===== config.mk =====
export PLATFORM = sky130hd
export DESIGN_NAME = dmem_arbiter
export DESIGN_NICKNAME = d
export VERILOG_FILES = /design/src/rtl/dmem_arbiter_pkg.sv /design/src/rtl/dmem_arb_starve_cnt.sv /design/src/rtl/dmem_arbiter.sv
export SDC_FILE = /design/constraint.sdc
export NUM_CORES = 1
export LEC_CHECK = 0
export BUFFER_PORTS_ARGS = -buffer_cell sky130_fd_sc_hd__clkbuf_2
export CORE_AREA = 5 5 115 117
export CTS_BUF_LIST = sky130_fd_sc_hd__clkbuf_16
export DETAILED_ROUTE_END_ITERATION = 10
export DIE_AREA = 0 0 120 122
export PLACE_DENSITY_LB_ADDON = 0.15
export REMOVE_ABC_BUFFERS = 1
export SYNTH_ARGS = -nofsm -noshare
export SYNTH_HDL_FRONTEND = slang
export SYNTH_SLANG_ARGS = --single-unit
export TNS_END_PERCENT = 50

===== constraint.sdc =====
create_clock -name clk -period 1.18 [get_ports clk]
set_input_delay 0.236 -clock clk [delete_from_list [all_inputs] [get_ports clk]]
set_output_delay 0.236 -clock clk [all_outputs]
set_load 0.02 [all_outputs]

===== src/rtl/dmem_arbiter_pkg.sv =====
// Shared definitions for the data-memory arbiter slice.
// Holds the port-owner encoding, the default starvation limit, the wait
// counter width and a helper that derives B's effective write enables.
// Optional feature macro used by the arbiter files: DMEM_ARB_FAIRNESS_EN.
package dmem_arbiter_pkg;

  typedef enum logic {
    ARB_OWNER_A = 1'b0,
    ARB_OWNER_B = 1'b1
  } arb_owner_e;

  localparam int DMEM_ARB_MAX_WAIT_DEFAULT = 8;
  localparam int DMEM_ARB_WAIT_W           = 8;

  // A B read must never write, so its byte enables collapse to zero.
  function automatic logic [3:0] b_mark_eff(input logic we, input logic [3:0] mark);
    return we ? mark : 4'b0000;
  endfunction

endpackage


===== src/rtl/dmem_arb_starve_cnt.sv =====
// Saturating starvation counter for port B of the data-memory arbiter.
// Counts consecutive cycles in which B is pending but refused, and raises
// force_b_o once the count reaches MAX_WAIT so B gets one forced grant.
// Only instantiated when DMEM_ARB_FAIRNESS_EN is defined.
// Ports:
//   clk, rst_n   : clock, asynchronous active-low reset
//   b_valid_i    : B request pending
//   grant_b_i    : B owns the memory port this cycle
//   force_b_o    : B must be granted this cycle
module dmem_arb_starve_cnt
  import dmem_arbiter_pkg::*;
#(
  parameter int MAX_WAIT = DMEM_ARB_MAX_WAIT_DEFAULT
) (
  input  logic clk,
  input  logic rst_n,
  input  logic b_valid_i,
  input  logic grant_b_i,
  output logic force_b_o
);

  localparam logic [DMEM_ARB_WAIT_W-1:0] MaxWaitC = DMEM_ARB_WAIT_W'(MAX_WAIT);

  logic [DMEM_ARB_WAIT_W-1:0] wait_cnt_q;
  logic [DMEM_ARB_WAIT_W-1:0] wait_cnt_d;

  // A grant or a withdrawn request restarts the window; otherwise count
  // refusals and hold at the limit until B is finally served.
  always_comb begin
    wait_cnt_d = wait_cnt_q;
    if (!b_valid_i || grant_b_i) begin
      wait_cnt_d = '0;
    end else if (wait_cnt_q != MaxWaitC) begin
      wait_cnt_d = wait_cnt_q + 1'b1;
    end
  end

  always_ff @(posedge clk or negedge rst_n) begin
    if (!rst_n) begin
      wait_cnt_q <= '0;
    end else begin
      wait_cnt_q <= wait_cnt_d;
    end
  end

  assign force_b_o = (wait_cnt_q == MaxWaitC);

endmodule


===== src/rtl/dmem_arbiter.sv =====
// Data-memory port arbiter between the MEM stage (port A, primary owner)
// and an auxiliary word master (port B, valid/ready handshake).
// Ports:
//   clk, rst_n                          : clock, asynchronous active-low reset
//   a_req/a_add/a_byte_mark/a_data_write: MEM stage access (mark 0 = read)
//   a_stall_o                           : A refused this cycle, hold pipeline
//   a_rdata_o                           : read data returned to A
//   b_valid/b_we/b_add/b_byte_mark/b_data_write : B request
//   b_ready_o                           : B request accepted this cycle
//   b_rvalid_o/b_rdata_o                : B read return, one cycle later
//   DMEM_add_o/DMEM_byte_mark_o/DMEM_data_write_o : memory request
//   DMEM_data_i                         : memory read data (1-cycle latency)
// Optional feature: define DMEM_ARB_FAIRNESS_EN to compile in the
// starvation counter that forces a B grant after MAX_WAIT refusals.
module dmem_arbiter
  import dmem_arbiter_pkg::*;
#(
  parameter int MAX_WAIT   = DMEM_ARB_MAX_WAIT_DEFAULT,
  parameter int ADDR_WIDTH = 32
) (
  input  logic                  clk,
  input  logic                  rst_n,
  input  logic                  a_req,
  input  logic [ADDR_WIDTH-1:0] a_add,
  input  logic [3:0]            a_byte_mark,
  input  logic [31:0]           a_data_write,
  output logic                  a_stall_o,
  input  logic                  b_valid,
  input  logic                  b_we,
  input  logic [ADDR_WIDTH-1:0] b_add,
  input  logic [3:0]            b_byte_mark,
  input  logic [31:0]           b_data_write,
  output logic                  b_ready_o,
  output logic                  b_rvalid_o,
  output logic [31:0]           b_rdata_o,
  output logic [ADDR_WIDTH-1:0] DMEM_add_o,
  output logic [3:0]            DMEM_byte_mark_o,
  output logic [31:0]           DMEM_data_write_o,
  input  logic [31:0]           DMEM_data_i,
  output logic [31:0]           a_rdata_o
);

  logic       force_b;
  logic       grant_b;
  arb_owner_e owner;
  logic       rd_owner_b_q;
  logic       rd_owner_b_d;
  logic       unused_b_add_lo;

  assign unused_b_add_lo = ^b_add[1:0];

`ifdef DMEM_ARB_FAIRNESS_EN
  dmem_arb_starve_cnt #(
    .MAX_WAIT (MAX_WAIT)
  ) u_starve_cnt (
    .clk       (clk),
    .rst_n     (rst_n),
    .b_valid_i (b_valid),
    .grant_b_i (grant_b),
    .force_b_o (force_b)
  );
`else
  // Without fairness B only ever fills idle A cycles.
  logic [7:0] unused_max_wait;
  assign unused_max_wait = 8'(MAX_WAIT);
  assign force_b         = 1'b0;
`endif

  assign grant_b   = b_valid & (~a_req | force_b);
  assign owner     = grant_b ? ARB_OWNER_B : ARB_OWNER_A;
  assign b_ready_o = grant_b;
  assign a_stall_o = a_req & grant_b;

  // Memory request mux. Write enables are held low during reset so the
  // memory cannot be corrupted while the rest of the system is resetting.
  always_comb begin
    DMEM_add_o        = a_add;
    DMEM_byte_mark_o  = a_byte_mark;
    DMEM_data_write_o = a_data_write;
    if (owner == ARB_OWNER_B) begin
      DMEM_add_o        = {b_add[ADDR_WIDTH-1:2], 2'b00};
      DMEM_byte_mark_o  = b_mark_eff(b_we, b_byte_mark);
      DMEM_data_write_o = b_data_write;
    end
    if (!rst_n) begin
      DMEM_byte_mark_o = 4'b0000;
    end
  end

  // Remember whether the word arriving next cycle belongs to a B read.
  assign rd_owner_b_d = grant_b & ~b_we;

  always_ff @(posedge clk or negedge rst_n) begin
    if (!rst_n) begin
      rd_owner_b_q <= 1'b0;
    end else begin
      rd_owner_b_q <= rd_owner_b_d;
    end
  end

  assign b_rvalid_o = rd_owner_b_q;
  assign b_rdata_o  = rd_owner_b_q ? DMEM_data_i : 32'h0;
  assign a_rdata_o  = DMEM_data_i;

endmodule


==> qor.yml, run 1 <==
status: "finished with violations"
violations: "setup timing"
power_mw: 1.80
fillers: 1364
drc: 0
hold_class: "input port to asynchronous set/reset pin"
finish.utilization: 0.312
crit_fanout: 7
detail_route.first_pass.iterations: 4
pre_cts_ws_ns: -0.234
start_kind: "input port"
io_pins: 308
cpPeakStageDelay_ns: 0.18
initial_utilization: 0.114
ant_nets: 0
power_frac_clock: 0
finalCriticalPeriod_ns: 1.37
maxSlewViolCount: 0
synth_area_mm2: 0.00140
p_switching_uw: 882
synthToLayoutAreaGrowth_pct: 174
pwr-share-comb: 0.979
wl_per_cell_um: 14.6
setup_viol: 68
ys_warn_count: 0
worstPathCellList: "buf_6, nand2b_4, buf_8, buf_4, and2_1, buf_2"
synth_top_area_frac: 0.510
fin_ws_ns: -0.192
final-hold-violation-count: 0
grt_max_degree: 34
seq_power_share: 0.021
diodes: 0
grt_pass1_wl_mm: 13.8
core_mm2: 0.0123
netlist_instances: 288
path_buf_inv: 4
power.density_mw_per_mm2: 469
ys_types: 13
seqCellArea_um2: 25.0
max_cap_violations: 0
cts_hold_buf: 0
rows: 41
layout_worst_path_cycle_share: 1.16
swShare: 0.491
end_kind: "output port"
critPathSlowestCell: "nand2b_4"
syn_area_per_cell_um2: 4.85
p_int_uw: 914
vias: 2748
drive_gt1_frac: 0.667
groute.usage.overall: 0.116
grt_overflow: 0
worstSetupPathType: "input port to output port"
vdd_drop_max_uv: 189
multi_input_area_mm2: 0.00119
routed_wl_mm: 10.3
gp_congestion: 0.846
die_y_um: 122
stdcell_count: 708
fmax_mhz: 729
largest_register_ffs: 1
die_w_um: 120
leakage_nw: 2.40
viasPerCell: 3.88
port_buffers: 304
grt_pass1_vias: 2669
fin_nets: 733
crit_required_ns: 0.94
dpl.hpwl_mm: 8.33
cp.arrival_ns: 1.14
path_clk_slew_ns: 0
rsz0062_at_grt: "true"
placed_area_mm2: 0.00288
antenna_found_initial: 0
place_inst: 701
drt_iter0_drc: 70
critPathTopFamily: "buffers and inverters"
ys_ff_latch: 1
synth_area_leaders: "nand2_1, buf_4, and2_1, buf_6, buf_2"
final_cell_area_mm2: 0.00383
yosysSeqAreaShare: 0.0179
die-area_mm2: 0.0146
synth_area_leader_cell: "nand2_1"
how the worst max path moves through the flow:
stage | start | to | cells after the start
2_1_floorplan | a_req | DMEM_byte_mark_o[0] | 4
3_3_place_gp | a_req | DMEM_add_o[30] | 7
3_5_place_dp | a_req | DMEM_add_o[30] | 7
4_1_cts | a_req | DMEM_data_write_o[21] | 8
5_1_grt | a_req | DMEM_add_o[3] | 8
6_report | a_req | DMEM_add_o[0] | 6
what timing repair did:
action                     in CTS  in global routing
setup endpoints to repair      69                 69
resized for setup             148                 75
cloned                          2                  3
pin swaps                       6                 21
buffers inserted                3                  1
cells in the final DEF, fill, tap and decap left out:
cell,synthesis,final
a21boi_1,4,1
a21boi_2,0,3
and2_1,34,34
buf_12,0,9
buf_2,7,2
buf_4,33,5
buf_6,6,3
buf_8,0,15
clkbuf_16,0,3
clkbuf_2,0,235
clkbuf_8,0,49
clkinv_8,0,1
conb_1,1,1
dfrtp_1,1,1
nand2_1,190,146
nand2_2,0,32
nand2_4,0,12
nand2b_4,1,1
nand3_1,4,2
nand3_2,0,2
nor2_1,1,1
cell families (layout without fill, tap and decap cells):
| family | after synthesis | after routing | synth area share |
|---|---|---|---|
| simple gates | 230 | 230 | 0.689 |
| buf+inv | 52 | 322 | 0.269 |
| compound gates | 4 | 4 | 0.0215 |
| other cells | 1 | 1 | 0.00268 |
| flops | 1 | 1 | 0.0179 |
cells in the mapped netlist, drive strengths merged:
cell type / instances
clkbuf: 5
nand2b: 1
nand2: 190
nor2: 1
a21boi: 4
and2: 34
buf: 46
nand3: 4
conb: 1
inv: 1
dfrtp: 1
per-stage QoR:
stage | hold slack, ns | setup TNS [ns]
final | 0.0389 | -10.09
after global routing | 0.0461 | -13.25
after CTS | 0.0436 | -10.01
after detailed placement | 0.0421 | -10.49
after global placement | 0.0410 | -11.74
after floorplan | -0.0596 | -31.40
power groups by stage:
stage | clock network (mW) | registers [mW] | logic, mW
after floorplan | 0 | 0.0431 | 0.533
after detailed placement | 0 | 0.0373 | 1.30
after global placement | 0 | 0.0373 | 1.30
after CTS | 0 | 0.0373 | 1.66
final | 0 | 0.0373 | 1.76
after global routing | 0 | 0.0373 | 1.88
layout make-up:
cell class | instances | share of cell area
Sequential cell | 1 | 0.00653
Timing Repair Buffer | 321 | 0.630
Tap cell | 150 | 0.0490
Inverter | 1 | 0.00425
Multi-Input combinational cell | 235 | 0.310
per-layer routing:
layer | track usage | vias up | part of all wire
met2 | 0.244 | 188 | 0.56
met5 | 0 | - | 0
met3 | 0.0330 | 2 | 0.10
met4 | 0 | 0 | 0.0035
li1 | - | 1367 | -
met1 | 0.119 | 1191 | 0.33
Power figures use the tool's default switching activity.
==> run 2, diff against run 1 <==
--- a/config.mk
+++ b/config.mk
@@ -5,14 +5,15 @@
 export SDC_FILE = /design/constraint.sdc
 export NUM_CORES = 1
 export LEC_CHECK = 0
-export BUFFER_PORTS_ARGS = -buffer_cell sky130_fd_sc_hd__clkbuf_2
-export CORE_AREA = 5 5 115 117
+export CORE_AREA = 5 5 116 118
 export CTS_BUF_LIST = sky130_fd_sc_hd__clkbuf_16
 export DETAILED_ROUTE_END_ITERATION = 10
-export DIE_AREA = 0 0 120 122
+export DIE_AREA = 0 0 121 123
+export DONT_BUFFER_PORTS = 1
 export PLACE_DENSITY_LB_ADDON = 0.15
 export REMOVE_ABC_BUFFERS = 1
 export SYNTH_ARGS = -nofsm -noshare
 export SYNTH_HDL_FRONTEND = slang
+export SYNTH_HIERARCHICAL = 1
 export SYNTH_SLANG_ARGS = --single-unit
 export TNS_END_PERCENT = 50
==> qor.yml, run 2 <==
fillers: 1435  # +5.2%
synth_area_leaders: "nand2_1, buf_4, and2_1, buf_6, buf_2"
dpl.hpwl_mm: 6.59  # -21%
multi_input_area_mm2: 0.00131  # +9.9%
diodes: 0  # unchanged
final_cell_mix: "nand2_1, nand2_2, and2_1"
initial_utilization: 0.113  # -0.000946
synth_edf_count: 0  # unchanged
synth_area_mm2: 0.00140  # unchanged
holdWs_ns: -0.0595  # -0.0984 ns
crit_fanout: 5  # -2
seqCellArea_um2: 25.0  # unchanged
viasPerCell: 3.89  # +0.33%
critPathTopFamily: "buffers and inverters"
die_w_um: 121  # +0.83%
ys.flop_type: "dfrtp_1"
end_kind: "output port"
worstSetupPathType: "input port to output port"
status: "finished with violations"
drc: 0  # unchanged
synthSimpleGateAreaFrac: 0.689  # unchanged
path_clk_slew_ns: 0  # unchanged
routed_wl_mm: 8.06  # -22%
ys_warn_count: 6  # +6
pwr-share-comb: 0.959  # -0.020
die_y_um: 123  # +0.82%
groute.usage.overall: 0.0895  # -0.0267
ys_types: 13  # unchanged
die-area_mm2: 0.0149  # +1.7%
drive_gt1_frac: 0.388  # -0.279
final-hold-violation-count: 1  # +1
start_kind: "input port"
path_buf_inv: 3  # -1
violations: "hold timing, setup timing"
worstPathCellList: "nand2b_4, inv_6, buf_12, nand3_2, a21boi_1, buf_4"
stdcell_count: 435  # -39%
muxShareOfSynthArea: 0  # unchanged
synthToLayoutAreaGrowth_pct: 37.8
syn_area_per_cell_um2: 4.85  # unchanged
swShare: 0.666  # +0.174
grt_overflow: 0  # unchanged
ys_ff_latch: 1  # unchanged
power.density_mw_per_mm2: 471  # +0.40%
rows: 41  # unchanged
placed_area_mm2: 0.00145  # -50%
vdd_drop_max_uv: 162  # -14%
largest_register_ffs: 1  # unchanged
fin_nets: 438  # -40%
io_pins: 308  # unchanged
synth_most_common_cell: "nand2_1"
leakage_nw: 0.976  # -59%
synth_top_area_frac: 0.510  # unchanged
max_cap_violations: 0  # unchanged
synth_top_family_by_area: "simple AND/OR/NAND/NOR gates"
grt_max_degree: 34  # unchanged
synth_xor_area_frac: 0  # unchanged
layout_commonest_cell: "nand2_1"
core_mm2: 0.0124  # +0.84%
crit_required_ns: 0.94  # about the same
wl_per_cell_um: 18.5  # +27%
vias: 1694  # -38%
hold_class: "input port to asynchronous set/reset pin"
maxSlewViolCount: 0  # unchanged
synth-async-reset-ratio: 1.00  # unchanged
rsz0062_at_grt: "true"
cp.arrival_ns: 0.98  # -0.16 ns
critPathSlowestCell: "nand2b_4"
ant_nets: 0  # unchanged
finalCriticalPeriod_ns: 1.22  # -0.154 ns
cpPeakStageDelay_ns: 0.16  # -0.02 ns
synth_area_leader_cell: "nand2_1"
synth_compound_area_frac: 0.0215  # unchanged
yosysSeqAreaShare: 0.0179  # unchanged
netlist_instances: 288  # unchanged
fmax_mhz: 821  # +13%
grt_pass1_wl_mm: 10.3  # -26%
place_inst: 430  # -39%
layout_worst_path_cycle_share: 1.03  # -0.130
detail_route.first_pass.iterations: 4  # unchanged
gp_congestion: 0.715  # -16%
port_buffers: 0  # -100%
fin_ws_ns: -0.0380  # +0.154 ns
yosys-top-cells-count: "nand2_1, and2_1, buf_4, buf_2, buf_6"
drt_iter0_drc: 30  # -57%
p_switching_uw: 603  # -32%
p_int_uw: 303  # -67%
power_frac_clock: 0  # unchanged
seq_power_share: 0.041  # +0.020
antenna_found_initial: 1  # +1
setup_viol: 26  # -62%
final_cell_area_mm2: 0.00193  # -50%
grt_pass1_vias: 1732  # -35%
synth_fa_ha_area_frac: 0  # unchanged
==> run 2: cell count changes in the layout (fill, tap and decap cells not counted), sizes merged <==
cell,change
clkbuf,-285
buf,-11
bufbuf,+1
clkinv,-1
inv,+1
==> run 2: path summary, 6_finish.rpt <==
kind / from / to / slack (ns) / cells after the start
max in group asynchronous: rst_n / b_rvalid_o$_DFF_PN0_ / 1.17 / 0
max: a_req / DMEM_byte_mark_o[3] / -0.04 / 6
min in group clk: b_we / b_rvalid_o$_DFF_PN0_ / 0.31 / 1
min: rst_n / b_rvalid_o$_DFF_PN0_ / -0.06 / 0
==> run 2: final cells by class <==
type                       instances  share of cell area
inverter                           1             0.00455
tap                              172               0.112
multi-input combinational        235               0.678
sequential                         1              0.0130
timing repair buffer              26               0.192
==> run 2: routing by layer <==
layer | wire length [um] | global-route usage
met5 | 0 | 0
met3 | 923 | 0.0183
met2 | 4790 | 0.203
met4 | 42 | 0.000708
met1 | 2300 | 0.0838
==> run 2: power groups by stage <==
stage	Combinational (mW)	Clock, mW	Sequential (mW)
global placement	0.692	0	0.0373
CTS	0.803	0	0.0373
global route	0.937	0	0.0373
detailed placement	0.694	0	0.0373
finish	0.869	0	0.0373
floorplan	0.533	0	0.0431
==> run 2: timing repair <==
item                                    in CTS  in global routing
pin swaps                                    7                 21
buffers inserted                             1                  1
cloned                                       1                  2
endpoints found under the setup margin      67                 68
endpoints found under the hold margin        1                  1
gates resized for setup                     66                 41
==> run 2: cells by family after synthesis <==
logic type / after synthesis
AO/OA/AOI/OAI: 4
flip-flops: 1
other: 1
buffers and inverters: 52
AND/OR/NAND/NOR: 230
==> run 2: stage by stage <==
stage	total power [mW]	setup TNS, ns	util	hold WS [ns]	worst slack [ns]
6_report	0.906	-0.585	0.156	-0.0595	-0.0380
5_1_grt	0.974	-3.32	0.156	-0.0595	-0.0967
4_1_cts	0.840	-1.44	0.137	-0.0595	-0.0697
3_5_place_dp	0.731	-4.05	0.117	-0.0595	-0.169
3_3_place_gp	0.729	-3.10	0.117	-0.0594	-0.140
2_1_floorplan	0.576	-31.40	-	-0.0596	-0.664
